File: config.mk
export PLATFORM = sky130hd
export DESIGN_NAME = multdiv_unit
export DESIGN_NICKNAME = d
export VERILOG_FILES = /design/src/rtl/multdiv_unit.sv
export SDC_FILE = /design/constraint.sdc
export NUM_CORES = 1
export LEC_CHECK = 0
export ABC_AREA = 1
export BUFFER_PORTS_ARGS = -buffer_cell sky130_fd_sc_hd__buf_2
export CAP_MARGIN = 20
export CELL_PAD_IN_SITES_DETAIL_PLACEMENT = 1
export CELL_PAD_IN_SITES_GLOBAL_PLACEMENT = 1
export CORE_MARGIN = 1
export CORE_UTILIZATION = 45
export DETAILED_ROUTE_END_ITERATION = 8
export GPL_TIMING_DRIVEN = 0
export PLACE_DENSITY_LB_ADDON = 0.1
export SLEW_MARGIN = 20
export SYNTH_ARGS = -nofsm -noshare
export SYNTH_HDL_FRONTEND = slang
export SYNTH_SLANG_ARGS = --single-unit
File: constraint.sdc
create_clock -name clock -period 3.81 [get_ports clock]
set_input_delay 0.9525 -clock clock [delete_from_list [all_inputs] [get_ports clock]]
set_output_delay 0.9525 -clock clock [all_outputs]
set_load 0.05 [all_outputs]
File: src/rtl/multdiv_unit.sv
// Sequential signed multiplier/divider for the Execute stage.
// Multiply: radix-4 Booth, one digit per cycle. Divide: restoring, one bit per cycle.
module multdiv_unit #(
  parameter int unsigned WIDTH = 32
) (
  input  logic             clock,
  input  logic             reset,
  input  logic [WIDTH-1:0] data_operandA,
  input  logic [WIDTH-1:0] data_operandB,
  input  logic             ctrl_MULT,
  input  logic             ctrl_DIV,
  output logic [WIDTH-1:0] data_result,
  output logic             data_exception,
  output logic             data_resultRDY
);

  localparam int unsigned PW    = 2 * WIDTH;
  localparam int unsigned CNT_W = $clog2(WIDTH) + 1;
  localparam int unsigned RW    = WIDTH + 1;
  localparam logic [CNT_W-1:0] MULT_STEPS = CNT_W'(WIDTH / 2);
  localparam logic [CNT_W-1:0] DIV_STEPS  = CNT_W'(WIDTH);
  localparam logic [WIDTH-1:0] MIN_INT    = {1'b1, {(WIDTH-1){1'b0}}};

  typedef enum logic [1:0] {IDLE, MULT, DIV, DONE} stateT;

  stateT            state, stateNext;
  logic [CNT_W-1:0] counter;
  logic [PW-1:0]    mcand;       // shifted multiplicand (mult)
  logic [WIDTH-1:0] mplr;        // multiplier (mult) / dividend-quotient shifter (div)
  logic             boothPrev;   // bit to the right of the current Booth pair
  logic [PW-1:0]    acc;         // product (mult) / remainder in low bits (div)
  logic [WIDTH-1:0] divisorMag;
  logic             negQuot;
  logic             divZero;
  logic             divOvf;

  logic             start;
  logic [WIDTH-1:0] aMag, bMag;
  logic [PW-1:0]    boothAddend;
  logic [RW-1:0]    divShifted, divDiff, newRem;
  logic [WIDTH-1:0] mulResult, divResult;
  logic             mulOverflow, divException;
  logic [WIDTH:0]   productTop;

  assign start = ctrl_MULT | ctrl_DIV;

  // Operand magnitudes; MIN_INT negates to the unsigned value 2^(WIDTH-1).
  always_comb begin
    aMag = data_operandA[WIDTH-1] ? WIDTH'(-data_operandA) : data_operandA;
    bMag = data_operandB[WIDTH-1] ? WIDTH'(-data_operandB) : data_operandB;
  end

  // Radix-4 Booth digit selection.
  always_comb begin
    boothAddend = '0;
    case ({mplr[1:0], boothPrev})
      3'b001, 3'b010: boothAddend = mcand;
      3'b011:         boothAddend = mcand << 1;
      3'b100:         boothAddend = PW'(-(mcand << 1));
      3'b101, 3'b110: boothAddend = PW'(-mcand);
      default:        boothAddend = '0;
    endcase
  end

  // Restoring-division trial subtract and final result formatting.
  always_comb begin
    divShifted   = {acc[WIDTH-1:0], mplr[WIDTH-1]};
    divDiff      = divShifted - {1'b0, divisorMag};
    newRem       = divDiff[RW-1] ? divShifted : divDiff;
    mulResult    = acc[WIDTH-1:0];
    productTop   = acc[PW-1:WIDTH-1];
    mulOverflow  = !((&productTop) || (~|productTop));
    divException = divZero | divOvf;
    if (divZero)      divResult = '0;
    else if (divOvf)  divResult = MIN_INT;
    else if (negQuot) divResult = WIDTH'(-mplr);
    else              divResult = mplr;
  end

  // State register.
  always_ff @(posedge clock or negedge reset) begin
    if (!reset) state <= IDLE;
    else        state <= stateNext;
  end

  // Next-state logic; a start pre-empts whatever is in flight.
  always_comb begin
    stateNext = state;
    if (ctrl_MULT) begin
      stateNext = MULT;
    end else if (ctrl_DIV) begin
      stateNext = DIV;
    end else begin
      case (state)
        MULT:    if (counter == MULT_STEPS) stateNext = DONE;
        DIV:     if (counter == DIV_STEPS)  stateNext = DONE;
        DONE:    stateNext = IDLE;
        default: stateNext = IDLE;
      endcase
    end
  end

  // Datapath: operand capture on start, one Booth digit or quotient bit per cycle.
  always_ff @(posedge clock or negedge reset) begin
    if (!reset) begin
      counter    <= '0;
      mcand      <= '0;
      mplr       <= '0;
      boothPrev  <= 1'b0;
      acc        <= '0;
      divisorMag <= '0;
      negQuot    <= 1'b0;
      divZero    <= 1'b0;
      divOvf     <= 1'b0;
    end else if (start) begin
      counter    <= '0;
      mcand      <= {{WIDTH{data_operandA[WIDTH-1]}}, data_operandA};
      mplr       <= ctrl_MULT ? data_operandB : aMag;
      boothPrev  <= 1'b0;
      acc        <= '0;
      divisorMag <= bMag;
      negQuot    <= data_operandA[WIDTH-1] ^ data_operandB[WIDTH-1];
      divZero    <= (data_operandB == '0);
      divOvf     <= (data_operandA == MIN_INT) && (data_operandB == '1);
    end else if (state == MULT && counter != MULT_STEPS) begin
      acc       <= acc + boothAddend;
      mcand     <= mcand << 2;
      mplr      <= mplr >> 2;
      boothPrev <= mplr[1];
      counter   <= counter + CNT_W'(1);
    end else if (state == DIV && counter != DIV_STEPS) begin
      acc     <= PW'(newRem);
      mplr    <= {mplr[WIDTH-2:0], ~divDiff[RW-1]};
      counter <= counter + CNT_W'(1);
    end
  end

  // Registered outputs: result/exception load only on entry to DONE.
  always_ff @(posedge clock or negedge reset) begin
    if (!reset) begin
      data_result    <= '0;
      data_exception <= 1'b0;
      data_resultRDY <= 1'b0;
    end else begin
      data_resultRDY <= (stateNext == DONE);
      if (stateNext == DONE && state == MULT) begin
        data_result    <= mulResult;
        data_exception <= mulOverflow;
      end else if (stateNext == DONE && state == DIV) begin
        data_result    <= divResult;
        data_exception <= divException;
      end
    end
  end

endmodule

==> impl_metrics.env, run 1 <==
export IMPL_initial_core_util_pct=45.6
export IMPL_max_freq_mhz=224
export IMPL_antenna_found_initial=3
export IMPL_irDropWorstVdd_uv=447
export IMPL_postRouteAntennaNets=0
export IMPL_gr_total_overflow=0
export IMPL_worst_clock_skew_ns=0.0192
export IMPL_diodes=0
export IMPL_power_frac_comb_pct=50.3
export IMPL_drc=0
export IMPL_cp_end_kind="register"
export IMPL_drt_initial_drc_count=3888
export IMPL_die_x_um=230
export IMPL_die_h_um=230
export IMPL_dieArea_sq_um=53000
export IMPL_worst_slack_ns=-0.660
export IMPL_wl_per_cell_um=28.7
export IMPL_cts_hold_buf=0
export IMPL_power_frac_clock_pct=24.6
export IMPL_cts_path_max_buffers=3
export IMPL_grt_pass1_wl_um=181000
export IMPL_setup_viol=50
export IMPL_p_seq_share_pct=25.1
export IMPL_min_period_over_period_pct=117
export IMPL_use_met2_pct=67.7
export IMPL_finalHoldViolCount=0
export IMPL_synth_seq_cells=238
export IMPL_cp_startpoint="mcand[4]$_DFFE_PN0P_"
export IMPL_yosysSeqAreaShare_pct=25.4
export IMPL_drv_cap=0
export IMPL_routed_via_density=6.63
export IMPL_dpl_worst_slack_ns=-1.14
export IMPL_insertion_delay_ns=0.64
export IMPL_avgSynthCellArea_sq_um=6.16
export IMPL_rows=83
export IMPL_dr_pass1_iters=9
export IMPL_clock_sinks=238
export IMPL_netSwitchingFraction_pct=48.8
export IMPL_grtUsageTotal_pct=44.9
export IMPL_io_buffers=98
export IMPL_final_common_cell="nand2_1"
export IMPL_total_power_mw=13.5
export IMPL_synthArstFlopShare_pct=100
export IMPL_fin_setup_tns_ns=-20.50
export IMPL_p_int_mw=6.92
export IMPL_cellLeakagePower_nw=13.8
export IMPL_synthFlopType="dfrtp_1"
export IMPL_crit_fanout=6
export IMPL_power_density_nw_per_um2=445
export IMPL_worstPathArrival_ns=5.00
export IMPL_cts_root_buf="clkbuf_16"
export IMPL_cp_required_ns=4.34
export IMPL_routed_wl_um=138000
export IMPL_vias=31900
export IMPL_met3_usage_pct=11.4
export IMPL_htreeDepth=1
export IMPL_place_congestion=1.01
export IMPL_cts_tree="built"
export IMPL_synth_nets=3980
export IMPL_grt_max_degree=65
export IMPL_synth_area_sq_um=23500
export IMPL_top_usage_layer="met2"
export IMPL_grt_use_met1_pct=61.7
export IMPL_postSynthCellCount=3805
export IMPL_cts_buffers_inserted=31
export IMPL_drive_gt1_share_pct=24.1
export IMPL_slew_headroom_pct=24.1
export IMPL_placed_area_sq_um=24900
export IMPL_tightest_slew_ns=1.14
export IMPL_dp_hpwl_um=94500
export IMPL_worstSetupPathType="reg -> reg"
export IMPL_rr_startpoint="mcand[4]$_DFFE_PN0P_"
export IMPL_nNetsFinal=4275
export IMPL_final_cell_mix="nand2_1 (915), inv_1 (416), nor2_1 (303)"
export IMPL_syn2layout_area_growth_pct=29.7
export IMPL_clk_pin_slew_ns=0.07
export IMPL_ys_types=52
export IMPL_outcome="finished with violations"
export IMPL_synth_edf_count=0
export IMPL_io_pins=102
export IMPL_p_sw_mw=6.60
export IMPL_drv_slew=0
export IMPL_rsz0062_at_grt="yes"
export IMPL_fin_crit_ns=4.47
export IMPL_yosys_warnings=0
export IMPL_stdcell_area_sq_um=30400
export IMPL_hold_path_class="in -> async"
export IMPL_hold_slack_ns=0.250
export IMPL_core_sq_um=51400
export IMPL_violations="setup timing"
export IMPL_grt_pass1_vias=29400
export IMPL_start_kind="register"
per-layer routing:
metal  vias to the layer above  part of all wire, %
met1                     15500                   38
met2                      2280                   42
li1                      13300                    -
met5                         -                0.026
met4                         6                  6.9
met3                       785                   13
Yosys cell counts, drive strengths merged, types with 22 or more instances:
| library cell | instances | area share [%] |
|---|---|---|
| inv | 492 | 7.9 |
| nor4 | 22 | 0.59 |
| o21ai | 308 | 6.6 |
| nor3 | 67 | 1.5 |
| nand2 | 1013 | 16 |
| nor2 | 463 | 7.8 |
| nand4 | 66 | 1.8 |
| nand3 | 265 | 5.7 |
| dfrtp | 238 | 25 |
| ha | 105 | 5.6 |
| xor2 | 85 | 3.2 |
| buf | 31 | 0.68 |
| o22ai | 31 | 0.83 |
| o221ai | 60 | 2.2 |
| a22oi | 38 | 1.2 |
| a21oi | 252 | 5.4 |
| clkbuf | 98 | 1.6 |
flip-flops by register name, summed over array words and instances (netlist names), 2 cells and up:
name         flops
mcand           64
counter          6
divisorMag      32
state            2
acc             64
mplr            32
data_result     32
cell families after synthesis:
kind of cell | Yosys count | share of synthesized area [%]
AO/OA/AOI/OAI | 809 | 20.3
buffers and inverters | 623 | 10.2
flip-flops | 238 | 25.4
XOR/XNOR | 97 | 3.62
AND/OR/NAND/NOR | 1931 | 34.8
adder cells (fa/ha/maj) | 107 | 5.77
stage by stage:
step	utilization, %	std cells
2_1_floorplan	-	3805
3_3_place_gp	48.2	4583
3_5_place_dp	48.4	4586
4_1_cts	54.2	4726
5_1_grt	59.2	4805
6_report	59.2	4805
worst max-delay path, cell delays in order, from the launching register on:
cell and delay, ns:
dfrtp_1 0.44, inv_2 0.18, nand2_2 0.21, nor2_4 0.19, nand2_2 0.13, inv_2 0.11
nand3_2 0.22, nor3_4 0.35, xor2_1 0.17, nand2_1 0.16, o2111ai_2 0.25, ha_4 0.40
buf_4 0.14, nand2_2 0.08, nor2_1 0.16, inv_2 0.10, nor2_1 0.28, a21oi_1 0.21
o21a_1 0.24, nand2_1 0.07, nand2_1 0.06, nand3_1 0.11, nand2_1 0.07
power groups by stage:
stage	combinational [mW]	clock, mW	sequential, mW
finish	6.80	3.32	3.40
global route	7.06	3.38	3.41
CTS	5.47	3.27	3.32
detailed placement	4.84	0	3.34
global placement	4.73	0	3.34
floorplan	2.80	0	3.45
area by class of cell:
| type | instances | area (sq um) |
|---|---|---|
| clock buffer | 37 | 818 |
| multi-input combinational | 2945 | 18200 |
| fill | 6766 | 21000 |
| sequential | 238 | 5980 |
| buffer | 129 | 587 |
| timing repair buffer | 261 | 1830 |
| tap | 680 | 851 |
| inverter | 494 | 1880 |
| clock inverter | 21 | 280 |
path summary, 6_finish.rpt:
kind                                                to  slack (ns)  cells after the start
min in group clock              counter[4]$_DFFE_PN0P_        0.49                      1
max in group asynchronous        mcand[54]$_DFFE_PN0P_        2.44                      3
setup / recovery                   acc[50]$_DFFE_PN0P_       -0.66                     22
hold / removal             data_result[23]$_DFFE_PN0P_        0.25                      1
hold reg to reg                 counter[4]$_DFFE_PN0P_        0.49                      1
setup reg to reg                   acc[50]$_DFFE_PN0P_       -0.66                     22
repair_timing:
item / 4_1_cts / 5_1_grt
gates cloned: 1 / 0
setup endpoints to repair: 65 / 65
resized for setup: 320 / 550
pin swaps: 96 / 193
setup buffers: 82 / 79
Note: power is estimated with default switching activity, not from simulation.
==> run 2: changes to the inputs <==
--- a/config.mk
+++ b/config.mk
@@ -5,16 +5,16 @@
 export SDC_FILE = /design/constraint.sdc
 export NUM_CORES = 1
 export LEC_CHECK = 0
-export ABC_AREA = 1
 export BUFFER_PORTS_ARGS = -buffer_cell sky130_fd_sc_hd__buf_2
 export CAP_MARGIN = 20
 export CELL_PAD_IN_SITES_DETAIL_PLACEMENT = 1
 export CELL_PAD_IN_SITES_GLOBAL_PLACEMENT = 1
 export CORE_MARGIN = 1
-export CORE_UTILIZATION = 45
+export CORE_UTILIZATION = 47
 export DETAILED_ROUTE_END_ITERATION = 8
 export GPL_TIMING_DRIVEN = 0
-export PLACE_DENSITY_LB_ADDON = 0.1
+export PLACE_DENSITY = 0.84
+export SKIP_LAST_GASP = 1
 export SLEW_MARGIN = 20
 export SYNTH_ARGS = -nofsm -noshare
 export SYNTH_HDL_FRONTEND = slang
==> run 2 against run 1 <==
  * Highest routed layer unchanged
  * Clock skew rose by 0.016 ns
  * Final cell count fell by 19%
  * Synthesized cell count fell by 21%
  * First-iteration DRC count fell by 6.6%
  * Largest cell class unchanged
  * Total power rose by 1.3%
  * Flip-flop and latch count did not move
  * Sequential power barely moved
  * The flow still finishes with violations (setup timing)
  * Routed wire length fell by 11%
  * Non-clock buffer count rose by 85
  * Worst hold slack got worse by 0.015 ns
==> impl_metrics.env, run 2 <==
export IMPL_clock_sinks=238
export IMPL_hold_path_class="in -> async"
export IMPL_start_kind="register"
export IMPL_synth_nets=3163
export IMPL_synth_top_cell_area_share_pct=27.0
export IMPL_power_density_nw_per_um2=481
export IMPL_outcome="finished with violations"
export IMPL_synth_seq_cells=238
export IMPL_grtUsageTotal_pct=45.8
export IMPL_drv_cap=0
export IMPL_vias=27700
export IMPL_yosys_area_share_simple_pct=21.7
export IMPL_reg2reg_depth=24
export IMPL_avgSynthCellArea_sq_um=7.39
export IMPL_cts_tree="built"
export IMPL_synthXorXnorAreaFrac_pct=10.3
export IMPL_synth_top_area_cell="dfrtp_1"
export IMPL_grt_max_degree=77
export IMPL_final_common_cell="nand2_1"
export IMPL_worstPathArrival_ns=6.22
export IMPL_cellLeakagePower_nw=11.6
export IMPL_dieArea_sq_um=47800
export IMPL_cts_buffers_inserted=29
export IMPL_worstSetupPathType="reg -> reg"
export IMPL_synth_area_sq_um=22100
export IMPL_synth_most_common_cell="nand2_1"
export IMPL_post_route_util_pct=61.3
export IMPL_slew_headroom_pct=8.53
export IMPL_postRouteAntennaNets=0
export IMPL_drt_initial_drc_count=3632
export IMPL_tightest_slew_ns=1.37
export IMPL_drc=0
export IMPL_cts_path_max_buffers=3
export IMPL_fin_crit_ns=5.76
export IMPL_htreeDepth=1
export IMPL_antenna_found_initial=4
export IMPL_final_cell_mix="nand2_1 (480), nor2_1 (228), dfrtp_1 (217)"
export IMPL_crit_path_end="acc[53]$_DFFE_PN0P_"
export IMPL_core_sq_um=46500
export IMPL_cp_required_ns=4.27
export IMPL_drive_gt1_share_pct=23.6
export IMPL_insertion_delay_ns=0.61
export IMPL_postSynthCellCount=2988
export IMPL_wl_per_cell_um=31.7
export IMPL_rows=79
export IMPL_crit_fanout=5
export IMPL_dr_pass1_iters=8
export IMPL_worst_slack_ns=-1.95
export IMPL_synth_compound_area_share_pct=27.7
export IMPL_reg_top3="acc: 64 flops, mcand: 64 flops"
export IMPL_die_h_um=219
export IMPL_r2r_end="acc[53]$_DFFE_PN0P_"
export IMPL_initial_core_util_pct=47.5
export IMPL_min_period_over_period_pct=151
export IMPL_ys_types=88
export IMPL_synthMuxAreaShare_pct=1.62
export IMPL_yosys_top_cells_area="dfrtp_1 (27%), nand2_1 (8.5%), ha_1 (6.0%)"
export IMPL_syn2layout_area_growth_pct=29.1
export IMPL_synth_top_family_by_area="compound AO/OA/AOI/OAI gates"
export IMPL_grt_pass1_wl_um=165000
export IMPL_cts_root_buf="clkbuf_16"
export IMPL_irDropWorstVdd_uv=839
export IMPL_dp_hpwl_um=81600
export IMPL_max_freq_mhz=174
export IMPL_io_buffers=98
export IMPL_hold_slack_ns=0.235
export IMPL_cp_end_kind="register"
export IMPL_rr_startpoint="mcand[1]$_DFFE_PN0P_"
export IMPL_setup_viol=66
export IMPL_yosys_warnings=0
export IMPL_rrSetupSlack_ns=-1.95
export IMPL_die_x_um=219
export IMPL_yosysSeqAreaShare_pct=27.0
export IMPL_drv_slew=0
export IMPL_gr_total_overflow=0
export IMPL_place_congestion=1.00
export IMPL_cp_startpoint="mcand[1]$_DFFE_PN0P_"
export IMPL_violations="setup timing"
export IMPL_io_pins=102
export IMPL_yosys_top_cells_count="nand2_1 (499), a21oi_1 (252), nor2_1 (248), o21ai_0 (239), dfrtp_1 (238)"
export IMPL_diodes=0
export IMPL_synth_adder_area_share_pct=6.13
export IMPL_clk_pin_slew_ns=0.07
export IMPL_worst_clock_skew_ns=0.0356
export IMPL_synthFlopType="dfrtp_1"
export IMPL_routed_via_density=7.12
export IMPL_synth_edf_count=0
export IMPL_grt_pass1_vias=26200
export IMPL_synthArstFlopShare_pct=100
export IMPL_nNetsFinal=3429
export IMPL_routed_wl_um=123000
export IMPL_finalHoldViolCount=0
export IMPL_rsz0062_at_grt="yes"
==> run 2: cell count changes in the layout (fill, tap and decap cells not counted), moves of 67 or more <==
cell	delta
nand2_1	-435
nand3_1	-193
xnor2_1	+113
inv_1	-342
nor2_2	-67
nor2_4	-72
nor2_1	-75
o21ai_0	-84
==> run 2: how the worst min path moves through the flow <==
stage	start	to	slack, ns	depth (start not counted)
floorplan	divisorMag[10]$_DFFE_PN0N_	divisorMag[10]$_DFFE_PN0N_	0.45	2
finish	reset	acc[50]$_DFFE_PN0P_	0.23	1
global route	reset	acc[50]$_DFFE_PN0P_	0.27	1
global placement	divisorMag[5]$_DFFE_PN0N_	divisorMag[5]$_DFFE_PN0N_	0.47	2
CTS	reset	acc[52]$_DFFE_PN0P_	0.25	1
detailed placement	divisorMag[3]$_DFFE_PN0N_	divisorMag[3]$_DFFE_PN0N_	0.48	2
==> run 2: where the power goes <==
| part | leakage, nW | internal, mW | switching [mW] |
|---|---|---|---|
| Sequential | 2.91 | 2.90 | 0.500 |
| Combinational | 8.22 | 2.47 | 4.76 |
| Clock | 0.483 | 1.75 | 1.31 |
==> run 2: final cells by class <==
cell class	instances	area (sq um)
Fill cell	5626	18000
Buffer	213	1010
Multi-Input combinational cell	2429	17400
Timing Repair Buffer	262	1990
Clock inverter	19	221
Sequential cell	238	5980
Clock buffer	35	788
Inverter	81	315
Tap cell	607	759
==> run 2: repair_timing <==
item / CTS / global route
gates resized for setup: 332 / 259
setup endpoints to repair: 82 / 108
endpoints found under the hold margin: 0 / 0
buffers inserted: 100 / 67
hold buffers: 0 / 0
pin swaps: 118 / 143
cloned: 2 / 0
==> run 2: routing by layer <==
layer | vias up | wire (um) | track usage, %
met1 | 13700 | 46900 | 62.6
li1 | 11300 | - | -
met3 | 576 | 16000 | 9.66
met5 | - | 39 | 0
met2 | 2113 | 52600 | 69.3
met4 | 6 | 7670 | 20.2
==> run 2: kinds of logic after synthesis <==
family	after synthesis
and+or+nand+nor	1055
AOI/OAI and AO/OA	972
buffers and inverters	321
xor gates and xnor gates	260
DFF	238
adders and majority gates	107
muxes	35
==> run 2: stage by stage <==
step | worst slack [ns] | std cells | cell area (sq um) | total power [mW] | setup TNS, ns
floorplan | -1.42 | 2988 | 22400 | 6.86 | -29.47
global placement | -2.78 | 3693 | 23700 | 8.57 | -755.76
detailed placement | -2.77 | 3696 | 23800 | 8.76 | -118.83
CTS | -1.59 | 3837 | 26900 | 12.5 | -60.02
global route | -2.03 | 3884 | 28500 | 13.9 | -81.26
finish | -1.95 | 3884 | 28500 | 13.7 | -77.89
==> run 2: worst max-delay path: stages, from the launching register on <==
cell and delay (ns):
dfrtp_1 0.40, buf_8 0.15, clkinv_4 0.04, ha_4 0.12, or3b_4 0.40, buf_6 0.13, nand4bb_4 0.25, or3_4 0.41
or3_4 0.38, nand2_2 0.09, xor2_2 0.08, o21ai_4 0.30, ha_1 0.34, buf_8 0.15, a21o_1 0.18, a21o_1 0.21
a21o_1 0.21, o21ai_2 0.24, nand4_1 0.24, o211ai_1 0.44, nand3_4 0.19, buf_4 0.18, a211oi_2 0.21, xor2_1 0.18
o21ai_1 0.10
